[src/rtl/serial_paralelo_rx.sv]
// Serial-to-parallel receiver: locks byte alignment on COM characters, then delivers bytes.
// Optional RX_BYTE_COUNT_EN adds a saturating count of delivered data bytes.
module serial_paralelo_rx #(
  parameter logic [7:0]  COM     = 8'hBC,
  parameter logic [7:0]  IDLE    = 8'h7C,
  parameter int unsigned BC_LOCK = 4
) (
  input  logic        clk_32f,
  input  logic        reset,
  input  logic        data_in,
  output logic [7:0]  data_out,
  output logic        valid_out,
  output logic        active,
  output logic        IDLE_OUT
`ifdef RX_BYTE_COUNT_EN
  ,
  output logic [15:0] byte_count
`endif
);

  localparam logic [3:0] LOCK_N = 4'(BC_LOCK);

  typedef enum logic [1:0] {
    S_SEARCH = 2'd0,
    S_ALIGN  = 2'd1,
    S_ACTIVE = 2'd2
  } state_t;

  state_t      state_q, state_d;
  logic [6:0]  sr_q;
  logic [2:0]  bit_cnt_q, bit_cnt_d;
  logic [3:0]  bc_cnt_q, bc_cnt_d;
  logic [7:0]  data_d;
  logic        valid_d, active_d, idle_d;
  logic        take_byte;
  logic [7:0]  win;
  logic        boundary;

  // Only the 7 most recent bits are stored; the 8th is the bit being sampled.
  assign win      = {sr_q, data_in};
  assign boundary = (bit_cnt_q == 3'd7);

  always_ff @(posedge clk_32f or negedge reset) begin
    if (!reset) begin
      state_q   <= S_SEARCH;
      sr_q      <= 7'd0;
      bit_cnt_q <= 3'd0;
      bc_cnt_q  <= 4'd0;
      data_out  <= 8'h00;
      valid_out <= 1'b0;
      active    <= 1'b0;
      IDLE_OUT  <= 1'b0;
    end else begin
      state_q   <= state_d;
      sr_q      <= win[6:0];
      bit_cnt_q <= bit_cnt_d;
      bc_cnt_q  <= bc_cnt_d;
      data_out  <= data_d;
      valid_out <= valid_d;
      active    <= active_d;
      IDLE_OUT  <= idle_d;
    end
  end

  // Alignment FSM and per-byte output decode.
  always_comb begin
    state_d   = state_q;
    bit_cnt_d = bit_cnt_q + 3'd1;
    bc_cnt_d  = bc_cnt_q;
    data_d    = data_out;
    valid_d   = valid_out;
    active_d  = active;
    idle_d    = IDLE_OUT;
    take_byte = 1'b0;
    case (state_q)
      S_SEARCH: begin
        bit_cnt_d = 3'd0;
        valid_d   = 1'b0;
        idle_d    = 1'b0;
        if (win == COM) begin
          bc_cnt_d = 4'd1;
          if (LOCK_N == 4'd1) begin
            state_d  = S_ACTIVE;
            active_d = 1'b1;
          end else begin
            state_d = S_ALIGN;
          end
        end
      end
      S_ALIGN: begin
        if (boundary) begin
          if (win == COM) begin
            bc_cnt_d = bc_cnt_q + 4'd1;
            if (bc_cnt_d == LOCK_N) begin
              state_d  = S_ACTIVE;
              active_d = 1'b1;
            end
          end else begin
            state_d  = S_SEARCH;
            bc_cnt_d = 4'd0;
          end
        end
      end
      S_ACTIVE: begin
        if (boundary) begin
          if (win == COM) begin
            valid_d = 1'b0;
          end else if (win == IDLE) begin
            valid_d = 1'b0;
            idle_d  = 1'b1;
          end else begin
            data_d    = win;
            valid_d   = 1'b1;
            idle_d    = 1'b0;
            take_byte = 1'b1;
          end
        end
      end
      default: state_d = S_SEARCH;
    endcase
  end

`ifdef RX_BYTE_COUNT_EN
  // Saturating count of delivered data bytes.
  always_ff @(posedge clk_32f or negedge reset) begin
    if (!reset) begin
      byte_count <= 16'h0000;
    end else if (take_byte && (byte_count != 16'hFFFF)) begin
      byte_count <= byte_count + 16'd1;
    end
  end
`else
  logic unused_take;
  assign unused_take = take_byte;
`endif

endmodule

[config.mk]
export PLATFORM = sky130hd
export DESIGN_NAME = serial_paralelo_rx
export DESIGN_NICKNAME = d
export VERILOG_FILES = /design/src/rtl/serial_paralelo_rx.sv
export SDC_FILE = /design/constraint.sdc
export NUM_CORES = 1
export LEC_CHECK = 0
export CORE_MARGIN = 4
export CORE_UTILIZATION = 50
export DETAILED_ROUTE_END_ITERATION = 10
export PLACE_DENSITY_LB_ADDON = 0.25
export SLEW_MARGIN = 25
export SYNTH_ARGS = -nofsm -noshare
export SYNTH_HDL_FRONTEND = slang
export SYNTH_SLANG_ARGS = --single-unit
[constraint.sdc]
create_clock -name clk_32f -period 3.64 [get_ports clk_32f]
set_input_delay 0.364 -clock clk_32f [delete_from_list [all_inputs] [get_ports clk_32f]]
set_output_delay 0.364 -clock clk_32f [all_outputs]
set_load 0.05 [all_outputs]
==> impl_metrics.csv, run 1 <==
group,metric,value,unit
outcome,status,"complete, no violations",
route,drc,0,
worst_hold_path,min_path_type,"primary input to async pin",
critical_path,end_kind,"output port",
placed_design,post-place-cells,132,
critical_path,critical_path.max_fanout,2,
floorplan,die_h,56.42,um
clocking,hold_buffers,0,
critical_path,required,3280,ps
clocking,cts_setup_buffers,0,
clocking,cts_buffers,3,
yosys,synth_edf_count,0,
placed_design,io_buffers,13,
route,firstDrtPassIters,4,
yosys,syn-mean-instance-area,12.88,sq um
clocking,cts_buffer_depth,2,
clocking,cts_tree,"yes",
placed_design,gp_congestion,0.8277,
critical_path,critPathLaunchType,"flop",
yosys,synth-seq-area-share,0.5763,
critical_path,crit_type,"flop to output port",
clocking,cts.sinks,27,
yosys,async_flop_share,1.000,
yosys,yosysMostFrequentCell,"dfrtp_1",
yosys,synth_top_family_by_area,"simple AND/OR/NAND/NOR gates",
final_layout,fillCellCount,185,
timing,tightest_slew,516.1,ps
yosys,syn_area,0.001172,sq mm
route,drtAntennaViolNets,0,
yosys,synthMuxAreaShare,0.07684,
route,vias,757,
global_route,track_usage,0.1438,
yosys,yosysWarnings,0,
critical_path,cp_slowest_stage_delay,820,ps
final_layout,finalNetCount,116,
yosys,synth_top_area_frac,0.5763,
critical_path,cp_num_buf_inv,1,
critical_path,rrSetupSlack,1890,ps
timing,setup_viol,0,
pwr,vdd_drop_max,0.0002946,V
timing,fin_crit,1876,ps
critical_path,critical_path.top_delay_family,"buffers and inverters",
floorplan,rows,17,
critical_path,crit_chain,"clkdlybuf4s50_1",
timing,fin_crit_sh,0.5155,
global_route,grt-ovfl-total,0,
global_route,antenna_found_initial,0,
route,drt-initial-drc-count,27,
clocking,worstSkewPairLatency,320,ps
yosys,synth_flop_cell,"dfrtp_1",
route,wire_per_inst,14.26,um
critical_path,r2r_cells,5,
yosys,yosys.area_share.simple,0.1419,
yosys,synth_area_leaders,"dfrtp_1, mux2_2, ha_1, nand4bb_4, nor2b_1",
global_route,grt_max_degree,28,
timing,tns,0,ps
pwr,cellLeakagePower,0.5594,nW
critical_path,timing.rr.end,"data_out[4]",
critical_path,worstPathArrival,1510,ps
timing,fmaxAchievable,533.0,MHz
timing,rsz0062_at_grt,"false",
final_layout,synthToLayoutAreaGrowth,16.12,%
floorplan,core,0.002212,sq mm
yosys,synth.largest_area_cell,"dfrtp_1",
floorplan,initial_utilization,0.5300,
clocking,cts_resized,0,
yosys,synthAdderAreaFrac,0.04269,
final_layout,n_antenna_cell,0,
timing,fin_skew,6.221,ps
yosys,netlist_instances,91,
clocking,htreeDepth,1,
floorplan,die_w,56.42,um
final_layout,drive_gt1_frac,0.1667,
flow_run,timing.max_cap.violations,0,
pwr,powerDensity,358.8,mW/mm^2
route,drt-total-wl,1.940,mm
yosys,synth_top_cells_by_count,"dfrtp_1, mux2_2, nor2_1",
timing,drv_slew,0,
yosys,synth-compound-area-share,0.1238,
timing,timing.slew.headroom,0.6549,
clocking,clkTransAtPathRegs,140,ps
final_layout,final_core_util,0.6154,
critical_path,crit_path_top_delay_cell,"clkdlybuf4s50_1",
timing,timing_hold_violations_final,0,
critical_path,timing.rr.start,"bit_cnt_q[0]",
clocking,clock-root-buffer,"clkbuf_4",
yosys,synth_nets,98,
global_route,grt_pass1_vias,773,
floorplan,ioPinCount,14,
global_route,grt_pass1_wl,3.532,mm
yosys,synth-seq-cells,27,
yosys,synth_cell_types,32,
yosys,synth_xor_area_frac,0.01494,
placed_design,hpwl,1.433,mm
floorplan,dieArea,0.003183,sq mm
route,via_per_inst,5.566,
final_layout,fin_cells,136,
where the power goes:
| part | internal [W] | leakage (nW) | switching, W | total, W |
|---|---|---|---|---|
| Combinational | 0.0000166 | 0.224 | 0.0000291 | 0.0000457 |
| Sequential | 0.000309 | 0.318 | 0.00000684 | 0.000316 |
| Clock | 0.0000412 | 0.0177 | 0.0000860 | 0.000127 |
| Total | 0.000367 | 0.559 | 0.000122 | 0.000488 |
state kept, by name, summed over array words and instances (netlist names):
signal	cells
data_out	8
bit_cnt_q	3
active	1
valid_out	1
IDLE_OUT	1
state_q	2
bc_cnt_q	4
sr_q	7
logic make-up (layout without fill, tap and decap cells):
group,after synthesis,in the layout
buffers and inverters,5,22
xor gates and xnor gates,2,2
DFF,27,27
adders and majority gates,4,4
muxes,8,8
and+or+nand+nor,25,25
AOI/OAI and AO/OA,20,20
stage by stage:
stage / hold WS (ps) / area, sq um / setup slack (ps) / total power (W)
2_1_floorplan: 68.41 / 1172 / 2103 / 0.0003463
3_3_place_gp: 385.8 / 1334 / 1747 / 0.0003670
3_5_place_dp: 403.8 / 1334 / 1721 / 0.0003680
4_1_cts: 402.8 / 1361 / 1727 / 0.0004928
5_1_grt: 419.8 / 1361 / 1700 / 0.0005092
6_report: 390.5 / 1361 / 1764 / 0.0004885
layout make-up:
type	count	area, sq um	share of cell area
Multi-Input combinational cell	59	469.2	0.3447
Clock buffer	3	22.52	0.01654
Tap cell	28	35.03	0.02574
Clock inverter	1	5.005	0.003676
Inverter	4	16.27	0.01195
Sequential cell	27	675.6	0.4963
Timing Repair Buffer	14	137.6	0.1011
worst max-delay path by stage:
stage,startpoint,end,slack [ps],cells past startpoint
floorplan,bit_cnt_q[0],data_out[0],2100,5
global placement,data_in,data_out[1],1750,5
detailed placement,data_in,bc_cnt_q[1],1720,5
CTS,data_out[3],data_out[3],1730,1
global route,data_out[3],data_out[3],1700,1
finish,data_out[3],data_out[3],1760,1
routing by layer:
metal / global-route usage / vias up / part of all wire
li1: - / 364 / -
met1: 0.2062 / 369 / 0.48
met2: 0.2112 / 19 / 0.47
met3: 0.02069 / 5 / 0.031
met4: 0.07119 / 0 / 0.024
met5: 0 / - / 0
placed cells by master, fill, tap and decap left out, types with 2 or more instances in the layout:
cell type,netlist,routed
clkinv_2,1,2
nor2b_1,4,4
a31oi_1,2,2
a21oi_1,2,2
o21ai_0,4,4
nor2_1,6,6
clkbuf_4,0,3
o22ai_1,2,2
dfrtp_1,27,27
o22a_1,2,2
clkdlybuf4s50_1,0,13
inv_1,3,3
ha_1,4,4
nand4b_1,2,2
mux2_2,8,8
nand2_1,5,5
nand3_1,2,2
Power figures use the tool's default switching activity.
==> run 2: changes to the inputs <==
--- a/config.mk
+++ b/config.mk
@@ -6,7 +6,7 @@
 export NUM_CORES = 1
 export LEC_CHECK = 0
 export CORE_MARGIN = 4
-export CORE_UTILIZATION = 50
+export CORE_UTILIZATION = 48
 export DETAILED_ROUTE_END_ITERATION = 10
 export PLACE_DENSITY_LB_ADDON = 0.25
 export SLEW_MARGIN = 25
==> constraint.sdc (replaced) <==
create_clock -name clk_32f -period 1.7 [get_ports clk_32f]
set_input_delay 0.17 -clock clk_32f [delete_from_list [all_inputs] [get_ports clk_32f]]
set_output_delay 0.17 -clock clk_32f [all_outputs]
set_load 0.05 [all_outputs]
==> run 2 against run 1 <==
Net effect:
- utilization up 0.80 points
- first-iteration DRC count decreased by 48%
- critical endpoint is now data_out[2]
- via count is 4.8% higher
- register-to-register slack got worse by 1800 ps
- critical path depth rose by 4
- sequential power grew 110%
- clock-buffer cell count is 1 higher
- sequential share of layout area decreased by 2.0 points
- critical path type is now flop to flop
- worst hold slack got worse by 210 ps
- wire length is 8.3% higher
- flip-flop and latch count did not move
==> impl_metrics.csv, run 2 (same netlist as run 1, synthesis figures left out) <==
group,metric,value,unit
route,drt-total-wl,2.101,mm
timing,fin_crit,1609,ps
route,via_per_inst,5.624,
placed_design,dpl_cell_area,0.001361,sq mm
flow_run,timing.max_cap.violations,0,
critical_path,crit_top_cell,"ha_1",
route,vias,793,
critical_path,required,1930,ps
global_route,track_usage,0.1477,
critical_path,crit_chain,"ha_1, ha_1, nand3_2, a21oi_4, mux2_2",
route,drc,0,
critical_path,end_kind,"flop",
critical_path,critical_path.max_fanout,9,
final_layout,seqCellArea,675.6,sq um
floorplan,ioPinCount,14,
worst_hold_path,min_path_type,"primary input to async pin",
clocking,clkTransAtPathRegs,140,ps
final_layout,fillCellCount,179,
clocking,hold_buffers,0,
placed_design,hpwl,1.570,mm
timing,setup_viol,0,
final_layout,drive_gt1_frac,0.2124,
route,drtAntennaViolNets,0,
placed_design,gp_congestion,0.7849,
final_layout,largest_reg_flops,8,
clocking,worstSkewPairLatency,340,ps
placed_design,io_buffers,13,
global_route,grt_pass1_wl,3.732,mm
final_layout,multi_input_area,471.7,sq um
pwr,cellLeakagePower,0.6695,nW
floorplan,die_w,57.42,um
final_layout,fin_area,0.001419,sq mm
outcome,status,"complete, no violations",
timing,tns,0,ps
timing,tightest_slew,505.3,ps
timing,timing.slew.headroom,0.6626,
global_route,grt_max_degree,28,
route,drt-initial-drc-count,14,
final_layout,layout_commonest_cell,"dfrtp_1",
final_layout,synthToLayoutAreaGrowth,21.02,%
global_route,grt_pass1_vias,793,
pwr,powerDensity,739.5,mW/mm^2
pwr,vdd_drop_max,0.0005061,V
critical_path,crit_type,"flop to flop",
timing,fmaxAchievable,621.6,MHz
critical_path,critical_path.top_delay_family,"flip-flops",
clocking,clock-root-buffer,"clkbuf_4",
critical_path,cp_slowest_stage_delay,380,ps
clocking,cts_tree,"yes",
floorplan,die_h,57.42,um
clocking,cts_buffer_depth,2,
final_layout,n_antenna_cell,0,
timing,hold-worst-slack,183.8,ps
timing,timing_hold_violations_final,0,
floorplan,initial_utilization,0.5151,
clocking,cts.sinks,27,
final_layout,top_register,"data_out",
timing,fin_crit_sh,0.9463,
critical_path,worstPathArrival,1830,ps
final_layout,reg_top3,"data_out (8), sr_q (7), bc_cnt_q (4)",
global_route,antenna_found_initial,0,
clocking,htreeDepth,1,
floorplan,rows,17,
critical_path,crit_path_top_delay_cell,"dfrtp_1",
final_layout,fin_cells,141,
critical_path,critPathLaunchType,"flop",
timing,rsz0062_at_grt,"false",
timing,fin_skew,13.91,ps
clocking,cts_buffers,3,
floorplan,core,0.002276,sq mm
placed_design,post-place-cells,136,
final_layout,finalNetCount,121,
global_route,grt-ovfl-total,0,
floorplan,dieArea,0.003297,sq mm
timing,drv_slew,0,
critical_path,cp_num_buf_inv,0,
final_layout,final_cell_mix,"dfrtp_1, dlymetal6s2s_1, mux2_2, buf_4, nor2_1",
route,wire_per_inst,14.90,um
route,firstDrtPassIters,4,
[run 2: cell count changes in the layout (fill, tap and decap cells not counted)]
cell,before,now
nor2b_2,0,1
nor2b_1,4,3
clkdlybuf4s50_1,13,2
clkbuf_1,0,1
dlymetal6s2s_1,0,9
buf_4,1,7
dlygate4sd2_1,0,1
clkinv_2,2,1
[run 2: timing repair]
action	in CTS	in global routing
gates resized for setup	1	10
setup endpoints to repair	1	11
buffers inserted	0	1
[run 2: final cells by class]
type | count | share of cell area
Clock buffer | 4 | 0.01852
Inverter | 4 | 0.01146
Multi-Input combinational cell | 59 | 0.3325
Sequential cell | 27 | 0.4762
Tap cell | 28 | 0.02469
Timing Repair Buffer | 19 | 0.1367
[run 2: worst paths after layout]
kind	start	to	slack (ps)	cells past startpoint
hold / removal	reset	bit_cnt_q[0]	180	2
hold reg to reg	sr_q[2]	sr_q[3]	420	0
setup / recovery	bit_cnt_q[0]	data_out[2]	90	5
min in group clk_32f	sr_q[2]	sr_q[3]	420	0
max in group asynchronous	reset	bc_cnt_q[0]	1260	2
setup reg to reg	bit_cnt_q[0]	data_out[2]	90	5
[run 2: power breakdown]
part | internal [W] | total (W) | switching [W] | leakage (nW)
logic | 0.0000352 | 0.0000981 | 0.0000629 | 0.337
registers | 0.000661 | 0.000675 | 0.0000144 | 0.318
clock network | 0.0000923 | 0.000276 | 0.000183 | 0.0150
total | 0.000788 | 0.00105 | 0.000261 | 0.669
[run 2: per-stage QoR]
step                  util  power [W]  setup slack [ps]
finish              0.6234   0.001049             91.23
global route        0.6234   0.001103             1.301
CTS                 0.6091   0.001063            0.5178
detailed placement  0.5981  0.0007908            -19.01
global placement    0.5981  0.0007868             24.84
floorplan                -  0.0007415             162.6
[run 2: worst reg2reg max path, delay by kind of cell, from the launching register on]
kind / cells / cell delay [ps]
mux: 1 / 380
compound gates: 1 / 290
flops: 1 / 380
fa+ha+maj: 2 / 350
simple gates: 1 / 110
[run 2: per-layer routing]
layer / vias to the layer above / track usage / share of wire
met1: 393 / 0.2060 / 0.48
met4: 0 / 0.05629 / 0.018
met3: 5 / 0.04977 / 0.049
li1: 377 / - / -
met2: 18 / 0.2113 / 0.46
met5: - / 0 / 0
